## src/rtl/rcc_reset_sequencer.sv

```systemverilog
`default_nettype none
// ============================================================================
// rcc_reset_sequencer : lock-qualified, staggered reset release for the SoC
// Revision 1.0
// ============================================================================
module rcc_reset_sequencer #(
  parameter int NUM_PERIPH       = 6,
  parameter int LOCK_SYNC_STAGES = 2,
  parameter int STABLE_CYCLES    = 256,
  parameter int STAGGER_CYCLES   = 4,
  parameter int SWRST_PULSE      = 16,
  parameter int TIMEOUT_CYCLES   = 65535
) (
  input  logic                  io_ahb_PCLK,
  input  logic                  io_ahb_PRESETn,
  input  logic                  ddr_pll_lock,
  input  logic                  tmds_pll_lock,
  input  logic [NUM_PERIPH-1:0] periph_en,
  input  logic [NUM_PERIPH-1:0] periph_swrst,
  input  logic                  lock_lost_clr,
  output logic                  memory_clk_en,
  output logic                  video_rst,
  output logic [NUM_PERIPH-1:0] periph_rst,
  output logic                  sys_ready,
  output logic                  lock_lost,
  output logic                  pll_fault,
  output logic [2:0]            state
);

  typedef enum logic [2:0] {
    ST_IDLE      = 3'd0,
    ST_WAIT_LOCK = 3'd1,
    ST_STABLE    = 3'd2,
    ST_MEM_EN    = 3'd3,
    ST_RELEASE   = 3'd4,
    ST_RUN       = 3'd5,
    ST_FAULT     = 3'd6
  } state_t;

  localparam int c_CNT_MAX_A = (TIMEOUT_CYCLES > STABLE_CYCLES) ? TIMEOUT_CYCLES : STABLE_CYCLES;
  localparam int c_CNT_MAX   = (c_CNT_MAX_A > STAGGER_CYCLES) ? c_CNT_MAX_A : STAGGER_CYCLES;
  localparam int c_CNT_W     = $clog2(c_CNT_MAX) + 1;
  localparam int c_IDX_W     = $clog2(NUM_PERIPH) + 1;
  localparam int c_SW_W      = $clog2(SWRST_PULSE) + 1;

  localparam logic [c_CNT_W-1:0] c_TIMEOUT_LAST = c_CNT_W'(TIMEOUT_CYCLES - 1);
  localparam logic [c_CNT_W-1:0] c_STABLE_LAST  = c_CNT_W'(STABLE_CYCLES - 1);
  localparam logic [c_CNT_W-1:0] c_STAGGER_LAST = c_CNT_W'(STAGGER_CYCLES - 1);
  localparam logic [c_IDX_W-1:0] c_IDX_LAST     = c_IDX_W'(NUM_PERIPH - 1);
  localparam logic [c_SW_W-1:0]  c_SW_LOAD      = c_SW_W'(SWRST_PULSE);

  logic [LOCK_SYNC_STAGES-1:0] r_ddr_sync;
  logic [LOCK_SYNC_STAGES-1:0] r_tmds_sync;
  logic                        w_locked;

  state_t                r_state;
  logic [c_CNT_W-1:0]    r_cnt;
  logic [c_IDX_W-1:0]    r_idx;
  logic [NUM_PERIPH-1:0] r_periph_rst;
  logic                  r_video_rst;
  logic                  r_mem_clk_en;
  logic                  r_sys_ready;
  logic                  r_lock_lost;
  logic                  r_pll_fault;

  logic [NUM_PERIPH-1:0] r_swrst_q;
  logic [c_SW_W-1:0]     r_swcnt [NUM_PERIPH];
  logic [NUM_PERIPH-1:0] w_rise;
  logic [NUM_PERIPH-1:0] w_pulse;
  logic [NUM_PERIPH-1:0] w_slot;
  logic                  w_lock_loss;

  always_ff @(posedge io_ahb_PCLK or negedge io_ahb_PRESETn) begin
    if (!io_ahb_PRESETn) begin
      r_ddr_sync  <= '0;
      r_tmds_sync <= '0;
    end else begin
      r_ddr_sync  <= {r_ddr_sync[LOCK_SYNC_STAGES-2:0], ddr_pll_lock};
      r_tmds_sync <= {r_tmds_sync[LOCK_SYNC_STAGES-2:0], tmds_pll_lock};
    end
  end

  assign w_locked = r_ddr_sync[LOCK_SYNC_STAGES-1] & r_tmds_sync[LOCK_SYNC_STAGES-1];

  // Only a drop after memory has been enabled counts as a loss; STABLE just retries.
  assign w_lock_loss = ((r_state == ST_MEM_EN) || (r_state == ST_RELEASE) || (r_state == ST_RUN))
                       && !w_locked;

  assign w_rise = periph_swrst & ~r_swrst_q;

  always_comb begin
    w_pulse = '0;
    w_slot  = '0;
    for (int i = 0; i < NUM_PERIPH; i++) begin
      w_pulse[i] = (r_swcnt[i] != '0);
      w_slot[i]  = (r_idx == c_IDX_W'(i));
    end
  end

  always_ff @(posedge io_ahb_PCLK or negedge io_ahb_PRESETn) begin
    if (!io_ahb_PRESETn) begin
      r_swrst_q <= '0;
      for (int i = 0; i < NUM_PERIPH; i++) r_swcnt[i] <= '0;
    end else begin
      r_swrst_q <= periph_swrst;
      for (int i = 0; i < NUM_PERIPH; i++) begin
        if ((r_state != ST_RUN) || !w_locked) r_swcnt[i] <= '0;
        else if (w_rise[i])                   r_swcnt[i] <= c_SW_LOAD;
        else if (r_swcnt[i] != '0)            r_swcnt[i] <= r_swcnt[i] - 1'b1;
      end
    end
  end

  always_ff @(posedge io_ahb_PCLK or negedge io_ahb_PRESETn) begin
    if (!io_ahb_PRESETn) begin
      r_state      <= ST_IDLE;
      r_cnt        <= '0;
      r_idx        <= '0;
      r_periph_rst <= '1;
      r_video_rst  <= 1'b1;
      r_mem_clk_en <= 1'b0;
      r_sys_ready  <= 1'b0;
      r_lock_lost  <= 1'b0;
      r_pll_fault  <= 1'b0;
    end else begin
      if (w_lock_loss)        r_lock_lost <= 1'b1;
      else if (lock_lost_clr) r_lock_lost <= 1'b0;

      case (r_state)
        ST_IDLE: begin
          r_state <= ST_WAIT_LOCK;
          r_cnt   <= '0;
        end
        ST_WAIT_LOCK: begin
          if (w_locked) begin
            r_state <= ST_STABLE;
            r_cnt   <= '0;
          end else if (r_cnt == c_TIMEOUT_LAST) begin
            r_state     <= ST_FAULT;
            r_pll_fault <= 1'b1;
          end else begin
            r_cnt <= r_cnt + 1'b1;
          end
        end
        ST_STABLE: begin
          if (!w_locked) begin
            r_state <= ST_WAIT_LOCK;
            r_cnt   <= '0;
          end else if (r_cnt == c_STABLE_LAST) begin
            r_state <= ST_MEM_EN;
            r_cnt   <= '0;
          end else begin
            r_cnt <= r_cnt + 1'b1;
          end
        end
        ST_MEM_EN, ST_RELEASE, ST_RUN: begin
          if (w_lock_loss) begin
            r_state      <= ST_WAIT_LOCK;
            r_cnt        <= '0;
            r_idx        <= '0;
            r_periph_rst <= '1;
            r_video_rst  <= 1'b1;
            r_mem_clk_en <= 1'b0;
            r_sys_ready  <= 1'b0;
          end else if (r_state == ST_MEM_EN) begin
            r_mem_clk_en <= 1'b1;
            if (r_cnt == c_STAGGER_LAST) begin
              r_state     <= ST_RELEASE;
              r_cnt       <= '0;
              r_idx       <= '0;
              r_video_rst <= 1'b0;
            end else begin
              r_cnt <= r_cnt + 1'b1;
            end
          end else if (r_state == ST_RELEASE) begin
            // Disabled peripherals still use their slot so the release cadence is fixed.
            if (r_cnt == c_STAGGER_LAST) begin
              r_cnt        <= '0;
              r_periph_rst <= (r_periph_rst & ~w_slot) | (~periph_en & w_slot);
              if (r_idx == c_IDX_LAST) begin
                r_state     <= ST_RUN;
                r_sys_ready <= 1'b1;
              end else begin
                r_idx <= r_idx + 1'b1;
              end
            end else begin
              r_cnt <= r_cnt + 1'b1;
            end
          end else begin
            r_periph_rst <= ~periph_en | w_pulse;
          end
        end
        ST_FAULT: begin
          r_periph_rst <= '1;
          r_video_rst  <= 1'b1;
          r_mem_clk_en <= 1'b0;
          r_sys_ready  <= 1'b0;
          r_pll_fault  <= 1'b1;
        end
        default: r_state <= ST_IDLE;
      endcase
    end
  end

  assign memory_clk_en = r_mem_clk_en;
  assign video_rst     = r_video_rst;
  assign periph_rst    = r_periph_rst;
  assign sys_ready     = r_sys_ready;
  assign lock_lost     = r_lock_lost;
  assign pll_fault     = r_pll_fault;
  assign state         = r_state;

endmodule
`default_nettype wire
```

## config.mk

```make
export PLATFORM = sky130hd
export DESIGN_NAME = rcc_reset_sequencer
export DESIGN_NICKNAME = d
export VERILOG_FILES = /design/src/rtl/rcc_reset_sequencer.sv
export SDC_FILE = /design/constraint.sdc
export NUM_CORES = 1
export LEC_CHECK = 0
export ABC_AREA = 1
export BUFFER_PORTS_ARGS = -buffer_cell sky130_fd_sc_hd__buf_2
export CORE_ASPECT_RATIO = 2
export CORE_MARGIN = 3
export CORE_UTILIZATION = 30
export CTS_CLUSTER_SIZE = 8
export DETAILED_ROUTE_END_ITERATION = 10
export SYNTH_ARGS = -nofsm -noshare
export SYNTH_HDL_FRONTEND = slang
export SYNTH_SLANG_ARGS = --single-unit
export TNS_END_PERCENT = 30
```

## constraint.sdc

```tcl
create_clock -name io_ahb_PCLK -period 2.2 [get_ports io_ahb_PCLK]
set_input_delay 0.33 -clock io_ahb_PCLK [delete_from_list [all_inputs] [get_ports io_ahb_PCLK]]
set_output_delay 0.33 -clock io_ahb_PCLK [all_outputs]
set_load 0.02 [all_outputs]
```

* Word level (Yosys, flattened, before mapping)
Index checks and enable logic that the tools add are counted. Widths: inputs -> output; s select.
Word-level totals: register bits after elaboration 75, input bits 17
Cells by class: muxes and demuxes 67, equal/unequal tests 29, bitwise operators 10, $add $sub $neg 8, reductions and logical operators 34
Operators with widths (count):
- $mux 17 | 8
- $mux 5 | 18
- $pmux 17 s4 | 1
- $mux 3 | 10
- $reduce_bool 5->1 | 6
- $sub 5x1->5 const B | 6
- $ne 3x3->1 const B | 9
- $mux 4 | 6
- $mux 6 | 4
- $reduce_bool 3->1 | 7
- $and 6x6->6 | 3
- $not 6->6 | 3
- $add 17x1->17 const B | 1
- $eq 17x16->1 const B | 1
- $eq 17x2->1 const B | 1
- $eq 17x8->1 const B | 1
- $pmux 3 s5 | 1
- $mux 1 | 14
- $ne 4x4->1 const B | 3
- $or 6x6->6 | 2
- $pmux 6 s2 | 1
- $reduce_and 3->1 | 4
- $eq 3x3->1 const B | 3
- $eq 4x2->1 const B | 2
- other kinds (22) | 33

* Logic depth before layout (Yosys ltp)
Gate-level depths: netlist of the first run.
depth in word-level cells 9, depth in mapped cells 13, mapped depth without buffers 13

* Worst setup path before layout of the first run
Ideal clock, no wire load.
path kind reg-to-reg, start register r_state[2] (netlist: state[2]), end register r_cnt[5], cell stages (with the launch flop) 12, data required time 2.080 ns, setup time 0.120 ns, arrival time 1.627 ns, setup slack 0.453 ns, period minus slack after synthesis 1.747 ns, cells stage by stage dfrtp_1 > buf_4 > inv_1 > nand3_1 > nand3_4 > nand2_2 > inv_2 > nand2_1 > nand3_2 > nor2_2 > buf_4 > nor2_1
Between the ends: longest elaborated chain between the ends 6
Ends and longest elaborated chain:
- start: declaration | RTL line 56 | state_t r_state;
- start signal: assignment | RTL line 116 | r_state <= ST_IDLE;
- start signal: assignment | RTL line 131 | r_state <= ST_WAIT_LOCK;
- start signal: assignment | RTL line 136 | r_state <= ST_STABLE;
- $eq 3x2->1 or $eq 3x3->1 (tied branches)
- $logic_or 1x1->1 (2 in series) | RTL line 86 | assign w_lock_loss = ((r_state == ST_MEM_EN) || (r_state == ST_RELEASE) || (r_state == ST_RUN))
- $logic_and 1x1->1 | RTL line 87 | && !w_locked;
- $ne 4x4->1 (no source line) or $mux 17 (tied branches)
- $reduce_and 3->1 (no source line) or $pmux 17 s4 (tied branches)
- end signal: assignment | RTL line 142 | r_cnt <= r_cnt + 1'b1;
- end signal: assignment | RTL line 153 | r_cnt <= r_cnt + 1'b1;
- end signal: assignment | RTL line 173 | r_cnt <= r_cnt + 1'b1;
- end: declaration | RTL line 57 | logic [c_CNT_W-1:0] r_cnt;
Several ways; a longest one is shown, not always the timed one. A chain may end at the register's enable or synchronous reset.

* Final worst setup path of the first run
start register r_cnt[1], end register r_state[1] (netlist: state[1])
Between the ends: longest elaborated chain between the ends 3
Ends and longest elaborated chain:
- $eq 17x2->1, or another cell as far along | RTL line 167, 177
- $ne 3x3->1 (no source line)
- $reduce_and 6->1 (no source line) (*)
- end signal: assignment | RTL line 168 | r_state <= ST_RELEASE;
- end signal: assignment | RTL line 181 | r_state <= ST_RUN;
- end signal: assignment | RTL line 200 | default: r_state <= ST_IDLE;
Every way passes the cells marked *; elsewhere a longest branch is shown, timed or not.

==> results.yml, run 1 <==
run_status:
  status: "finished, final reports clean"
place:
  io_buffers: 30
  place_inst: 824
  place_congestion: 0.968
  dp_hpwl_um: 8790
  placed_cell_area_um2: 4870
  post-place-ws_ns: 0.152
logic_synthesis:
  syn_area_um2: 4440
  ys_seq_area_share_pct: 42.5
  synth_edf_count: 0
  synth_area_leaders: "dfrtp_1 (38%), nand2_1 (12%), nor2_1 (7.4%)"
  synth_cell_types: 43
  synth.top_cell.area_share_pct: 38.4
  avgSynthCellArea_um2: 7.42
  synthArstFlopShare_pct: 100
  syn-num-nets: 633
  synth.yosys.warnings: 0
  yosys_most_used_dff: "dfrtp_1"
  synthTopCellsByCount: "nand2_1 (143), nor2_1 (88), inv_1 (85)"
  ys_seq_elements: 75
  yosysMostFrequentCell: "nand2_1"
  synth_cells: 598
  yosysTopAreaCell: "dfrtp_1"
global_routing:
  grt_pass1_vias: 4051
  track_usage_pct: 14.5
  grtUsageMet3_pct: 2.50
  overflow: 0
  grt-busiest-layer: "met2"
  grt_max_degree: 40
  grt_util_met1_pct: 13.4
  grt_first_pass_wirelength_um: 18500
  antenna_found_initial: 0
  grt.met2_usage_pct: 28.7
worst_setup_path:
  slowest_stage: "dfrtp_1"
  arrival_ns: 2.14
  rrSetupSlack_ns: 0.28
  worstSetupPathType: "flop to flop"
  startpoint_type: "flop"
  crit_chain: "ha_1 -> inv_1 -> nor2_1 -> nand3_1 -> nor2_1 -> nor2_1 -> nor2_1 -> nand3_1 -> nand2_1 -> nand2_1"
  worst_path_most_repeated_cell: "nor2_1"
  end_kind: "flop"
  crit_fanout: 5
  critPathMaxStageDelay_ns: 0.40
  required_ns: 2.42
die:
  core-area_um2: 14400
  rows: 62
  io_pins: 31
  die_w_um: 92.0
  fp.dieH_um: 178
  start_util_pct: 30.7
  die_area_um2: 16400
sta:
  worst_slack_ns: 0.280
  rsz0062_at_grt: "no"
  fin_crit_ns: 1.92
  holdWs_ns: 0.0996
  finalMaxSlewViolations: 0
  setup_viol: 0
  hold_viol_final: 0
  slew_headroom_pct: 67.3
  fin_worst_skew_ns: 0.00707
  setup_tns_ns: 0
  worst_pin_slew_ns: 0.491
  max_freq_mhz: 521
  period_share_pct: 87.3
clock_network:
  cts_tree: "yes"
  cts_inserted_buffers: 9
  htreeDepth: 3
  clkLatencyLatePin_ns: 0.33
  root_buffer: "clkbuf_16"
  clock_sinks: 75
  clock_path_buffers: 2
  clkSlewWorstSetupHoldPaths_ns: 0.06
drt:
  remaining_drc_errors: 0
  totalWireLength_um: 11000
  first_iter_violations: 169
  routedWlPerCell_um: 13.1
  vias_per_cell: 4.71
  num_vias: 3964
  dr.pass1.iters: 5
  ant_nets: 0
power:
  peakVddDrop_uv: 516
  p_leak_nw: 2.60
  pwr_density_cell_nw_per_um2: 983
  p_total_mw: 5.13
flow_run:
  drv_cap: 0
hold_path:
  hp-class: "input port to flop"
cells_and_area:
  fin_nets: 679
  multiInputGateArea_um2: 2170
  final_util_pct: 36.2
  finalNonFillerCells: 841
  drive_gt1_share_pct: 13.7
  seqCellArea_um2: 1890
  design_area_um2: 5220
  diodes: 0
  fill_cells: 1591
  area_growth_pct: 17.7
[final timing paths]
kind                       cells after the start      startpoint       endpoint
max                                           10        r_cnt[1]       state[1]
min                                            1    ddr_pll_lock  r_ddr_sync[0]
max reg2reg                                   10        r_cnt[1]       state[1]
min reg2reg                                    0   r_ddr_sync[0]  r_ddr_sync[1]
max in group asynchronous                      3  io_ahb_PRESETn      r_cnt[16]
min in group asynchronous                      2  io_ahb_PRESETn    r_swcnt[11]
[area by class of cell]
| class | instances | share of cell area (%) |
|---|---|---|
| Tap cell | 192 | 4.60 |
| Clock inverter | 5 | 1.58 |
| Sequential cell | 75 | 36.1 |
| Clock buffer | 11 | 4.84 |
| Inverter | 93 | 6.73 |
| Timing Repair Buffer | 40 | 4.65 |
| Multi-Input combinational cell | 425 | 41.5 |
[state kept, by name, indices dropped and copies added, names as in the netlist]
signal / count
lock_lost: 1
sys_ready: 1
r_cnt: 17
periph_rst: 6
r_tmds_sync: 2
memory_clk_en: 1
r_ddr_sync: 2
state: 3
pll_fault: 1
r_swrst_q: 6
r_swcnt: 30
r_idx: 4
video_rst: 1
[metal layers]
metal	part of all wire, %	routed length (um)
met5	0	0
met4	5.7	623
met3	2.4	261
met2	57	6250
met1	35	3870
[worst max-delay path, delay by kind of cell, from the launching register on]
family / cells / cell delay (ns)
AND/OR/NAND/NOR: 8 / 1.08
flip-flops: 1 / 0.40
buffers and inverters: 1 / 0.07
adder cells (fa/ha/maj): 1 / 0.25
[what timing repair did]
item,in CTS,in global routing
setup endpoints to repair,0,11
hold buffers,1,0
resized for setup,0,1
setup buffers,0,0
endpoints found under the hold margin,29,0
[cell usage in the layout, fill, tap and decap left out, drive strengths merged, types with 12 or more instances in the layout]
cell and count:
nand3 47, nor3 16, buf 39, ha 18
nor2 93, nand2 150, nand4 12, o21ai 38
a21oi 17, dfrtp 68, inv 94
[cell families after synthesis]
family | after synthesis | synth area share, %
flops | 75 | 42.5
xor+xnor | 6 | 1.18
simple gates | 327 | 33.1
compound gates | 74 | 9.42
buf+inv | 98 | 8.74
fa+ha+maj | 18 | 5.08
[report_power, final]
part	internal, mW	leakage, nW	switching [mW]
sequential	1.61	0.985	0.189
clock	1.06	0.167	0.567
combinational	0.544	1.45	1.16
total	3.22	2.60	1.91
(Power assumes the default switching activity.)
==> inputs of run 2 (changes only) <==
Clock period 2.2 ns to 1.8 ns, I/O delays scaled along.
==> run 2 against run 1 <==
Effect of this change:
- die area did not move
- sequential share of layout area down 2.5 points
- first-iteration DRC count down 32%
- via count increased by 2.9%
- total power rose by 28%
- flip-flop and latch count stayed put
- register-to-register slack got worse by 0.17 ns
- highest routed layer unchanged
==> results.yml, run 2 (synthesized netlist as in run 1, its figures left out) <==
worst_setup_path:
  startpoint_type: "flop"
  reg2reg_depth: 12
  rr_endpoint: "r_cnt[8]"
  arrival_ns: 1.96
  required_ns: 2.07
  critPathCapture: "r_cnt[8]"
  reg2reg_from: "r_cnt[1]"
  crit_chain: "buf_4 -> ha_1 -> nand2_1 -> nor2_1 -> nand2_1 -> nor2_2 -> nand2_2 -> nand2_8 -> buf_6 -> o21ai_0 -> nand2_1 -> nor2_1"
  end_kind: "flop"
  worst_path_most_repeated_cell: "nand2_1"
  crit_start: "r_cnt[1]"
  critPathMaxStageDelay_ns: 0.41
  worstSetupPathType: "flop to flop"
  crit_fanout: 8
  slowest_stage: "dfrtp_1"
  rrSetupSlack_ns: 0.11
clock_network:
  cts_tree: "yes"
  clkSlewWorstSetupHoldPaths_ns: 0.07
  clock_path_buffers: 2
  root_buffer: "clkbuf_16"
  htreeDepth: 3
  cts_inserted_buffers: 9
  clock_sinks: 75
  clkLatencyLatePin_ns: 0.35
cells_and_area:
  final_cell_mix: "nand2_1 (142), inv_1 (83), nor2_1 (79)"
  fin_nets: 719
  area_growth_pct: 26.9
  largest_reg_flops: 30
  largest-register: "r_swcnt"
  final_util_pct: 39.0
  drive_gt1_share_pct: 21.5
  top_regs: "r_swcnt (30), r_cnt (17)"
  final_common_cell: "nand2_1"
  design_area_um2: 5630
  diodes: 0
die:
  rows: 62
  die_w_um: 92.0
  start_util_pct: 30.7
  die_area_um2: 16400
  fp.dieH_um: 178
  core-area_um2: 14400
  io_pins: 31
drt:
  first_iter_violations: 115
  num_vias: 4079
  totalWireLength_um: 11800
  dr.pass1.iters: 4
  remaining_drc_errors: 0
  routedWlPerCell_um: 13.4
  ant_nets: 0
  vias_per_cell: 4.63
sta:
  fin_worst_skew_ns: 0.0135
  worst_slack_ns: 0.110
  setup_viol: 0
  hold_viol_final: 0
  worst_pin_slew_ns: 0.347
  slew_headroom_pct: 76.6
  max_freq_mhz: 592
  fin_crit_ns: 1.69
  period_share_pct: 93.9
  finalMaxSlewViolations: 0
flow_run:
  drv_cap: 0
global_routing:
  track_usage_pct: 15.0
  grt_max_degree: 35
  antenna_found_initial: 0
  grt_first_pass_wirelength_um: 19300
  overflow: 0
  grt_pass1_vias: 4098
hold_path:
  hp-class: "input port to flop"
  hp-start: "ddr_pll_lock"
power:
  p_leak_nw: 2.81
  peakVddDrop_uv: 488
  pwr_density_cell_nw_per_um2: 1170
place:
  io_buffers: 30
  dp_hpwl_um: 9190
  post-place-ws_ns: -0.123
  placed_cell_area_um2: 5160
  place_congestion: 0.891
run_status:
  status: "finished, final reports clean"
[run 2: layer usage]
| layer | track usage (%) | vias up | routed length [um] |
|---|---|---|---|
| met2 | 30.0 | 66 | 6880 |
| met1 | 14.1 | 1900 | 4100 |
| met4 | 7.88 | 0 | 499 |
| li1 | - | 2087 | - |
| met3 | 2.59 | 26 | 320 |
| met5 | 0 | - | 0 |
[run 2: layout make-up]
type	instances	area, um^2
Fill cell	1555	8800
Sequential cell	75	1890
Timing Repair Buffer	80	597
Multi-Input combinational cell	425	2240
Clock buffer	9	225
Clock inverter	7	76.3
Tap cell	192	240
Inverter	93	358
[run 2: through the flow]
step	TNS, ns	total power, mW	hold WS, ns	cells
final	0	6.59	0.0319	881
after global routing	-0.0549	7.01	0.0236	881
after CTS	0	6.46	0.0191	875
after detailed placement	-1.20	4.59	0.195	858
after global placement	-0.656	4.58	0.193	858
after floorplan	0	3.65	-0.0256	598
[run 2: power breakdown]
part	internal, mW	switching, mW
registers	1.98	0.218
logic	1.00	1.58
clock network	0.987	0.823
total	3.97	2.62
[run 2: worst min path at each step]
stage | endpoint | slack, ns | depth (start not counted)
after floorplan | lock_lost | -0.03 | 0
after global placement | r_tmds_sync[1] | 0.19 | 1
after detailed placement | r_tmds_sync[1] | 0.19 | 1
after CTS | r_tmds_sync[0] | 0.02 | 1
after global routing | r_tmds_sync[0] | 0.02 | 1
final | r_ddr_sync[0] | 0.03 | 1
[run 2: worst max-delay path: cells and delay by family (launching register included)]
family	cells	cell delay [ns]
AND/OR/NAND/NOR	8	0.58
flip-flops	1	0.41
buffers and inverters	2	0.32
adder cells (fa/ha/maj)	1	0.17
AO/OA/AOI/OAI	1	0.14
[run 2: timing repair]
item,4_1_cts,5_1_grt
endpoints found under the setup margin,12,41
hold buffers,1,0
pin swaps,0,3
buffers inserted,0,6
hold endpoints to repair,19,0
gates resized for setup,2,33
==> inputs of run 3 (changes only) <==
Settings changed: CORE_UTILIZATION 30 to 56, PLACE_DENSITY set to 0.75.
==> run 3 against run 2 <==
Effect of this change:
- die area decreased by 44%
- first-iteration DRC count increased to 2.8 times the previous value
- highest routed layer unchanged
- non-clock buffer count decreased by 20
==> results.yml, run 3 (synthesized netlist as in run 1, its figures left out) <==
worst_setup_path:
  slowest_stage: "dfrtp_2"
  critPathMaxStageDelay_ns: 0.40
  worstSetupPathType: "flop to flop"
  startpoint_type: "flop"
  crit_fanout: 8
  reg2reg_depth: 9
  end_kind: "flop"
  crit_chain: "ha_2 -> buf_4 -> nand3_1 -> nor2_1 -> nand2_1 -> a21boi_0 -> nand2_2 -> nand2_1 -> o21ai_0"
  arrival_ns: 1.93
  worst_path_most_repeated_cell: "nand2_1"
  required_ns: 2.02
flow_run:
  drv_cap: 0
cells_and_area:
  largest-register: "r_swcnt"
  fin_nets: 700
  multiInputGateArea_um2: 2240
  final_cell_mix: "nand2_1 (142), inv_1 (83), nor2_1 (82)"
  seqCellArea_um2: 1890
  largest_reg_flops: 30
  drive_gt1_share_pct: 18.7
  diodes: 0
  final_util_pct: 69.6
  fill_cells: 661
  design_area_um2: 5330
  final_common_cell: "nand2_1"
  finalNonFillerCells: 764
  area_growth_pct: 20.1
  top_regs: "r_swcnt (30), r_cnt (17)"
power:
  pwr_density_cell_nw_per_um2: 1210
  p_leak_nw: 2.71
  p_total_mw: 6.43
  peakVddDrop_uv: 1060
sta:
  worst_slack_ns: 0.0931
  worst_pin_slew_ns: 0.376
  hold_viol_final: 0
  finalMaxSlewViolations: 0
  setup_tns_ns: 0
  slew_headroom_pct: 74.9
  rsz0062_at_grt: "yes"
  period_share_pct: 94.8
  max_freq_mhz: 586
  fin_crit_ns: 1.71
  setup_viol: 0
  fin_worst_skew_ns: 0.00685
  holdWs_ns: 0.0357
clock_network:
  root_buffer: "clkbuf_16"
  cts_inserted_buffers: 9
  clkSlewWorstSetupHoldPaths_ns: 0.06
  cts_tree: "yes"
  clock_sinks: 75
  htreeDepth: 3
  clkLatencyLatePin_ns: 0.34
  clock_path_buffers: 2
place:
  io_buffers: 30
  place_congestion: 0.936
  place_inst: 741
  post-place-ws_ns: 0.0289
  placed_cell_area_um2: 4860
  dp_hpwl_um: 8160
die:
  rows: 45
  die_w_um: 68.9
  die_area_um2: 9090
  io_pins: 31
  core-area_um2: 7660
  fp.dieH_um: 132
  start_util_pct: 57.9
global_routing:
  overflow: 0
  antenna_found_initial: 0
  track_usage_pct: 25.7
  grt_max_degree: 28
  grt_pass1_vias: 4114
  grt_first_pass_wirelength_um: 17600
run_status:
  status: "finished, final reports clean"
drt:
  ant_nets: 0
  dr.pass1.iters: 4
  vias_per_cell: 5.41
  totalWireLength_um: 11000
  num_vias: 4136
  remaining_drc_errors: 0
  first_iter_violations: 317
  routedWlPerCell_um: 14.4
hold_path:
  hp-class: "input port to flop"
  min_delay_path_depth: 1
==> run 3: cell count changes in the layout (fill, tap and decap cells not counted), moves of 3 or more <==
cell and delta:
nor2_4 -3, a211oi_2 +3, a211oi_1 -3, inv_8 -3
nor2_1 +3, buf_12 -3, buf_4 -17, o21ai_0 +5
o21ai_1 -5
==> run 3: critical path: cells and delay by family (launching register included) <==
| kind | cells | cell delay (ns) |
|---|---|---|
| flip-flops | 1 | 0.40 |
| buffers and inverters | 1 | 0.12 |
| AND/OR/NAND/NOR | 5 | 0.52 |
| adder cells (fa/ha/maj) | 1 | 0.20 |
| AO/OA/AOI/OAI | 2 | 0.35 |
==> run 3: path summary, 6_finish.rpt <==
path | start | to | slack (ns)
max | r_cnt[1] | r_idx[0] | 0.09
min | tmds_pll_lock | r_tmds_sync[0] | 0.04
max reg2reg | r_cnt[1] | r_idx[0] | 0.09
min reg2reg | r_tmds_sync[0] | r_tmds_sync[1] | 0.35
max in group asynchronous | io_ahb_PRESETn | video_rst | 0.82
min in group asynchronous | io_ahb_PRESETn | r_swcnt[12] | 0.39
==> run 3: final cells by class <==
cell class,instances,share of cell area (%)
multi-input cells,426,42.0
repair buffers,60,7.61
clock inverters,4,1.39
clock buffers,12,4.63
well taps,94,2.21
flip-flops and latches,75,35.4
inverters,93,6.76
==> run 3: report_power, final <==
part	internal [mW]	leakage (nW)	switching, mW
clock network	1.25	0.157	0.693
logic	0.814	1.58	1.49
registers	1.97	0.982	0.208
==> run 3: timing repair <==
action,in CTS,in global routing
setup buffers,0,5
hold endpoints to repair,22,0
hold buffers,1,0
resized for setup,0,22
endpoints found under the setup margin,0,45
==> run 3: layer usage <==
layer  share of wire (%)  global-route usage (%)
met3                 3.4                    6.23
met2                  55                    45.5
met4                 6.0                    15.6
met1                  35                    25.2
met5                   0                       0
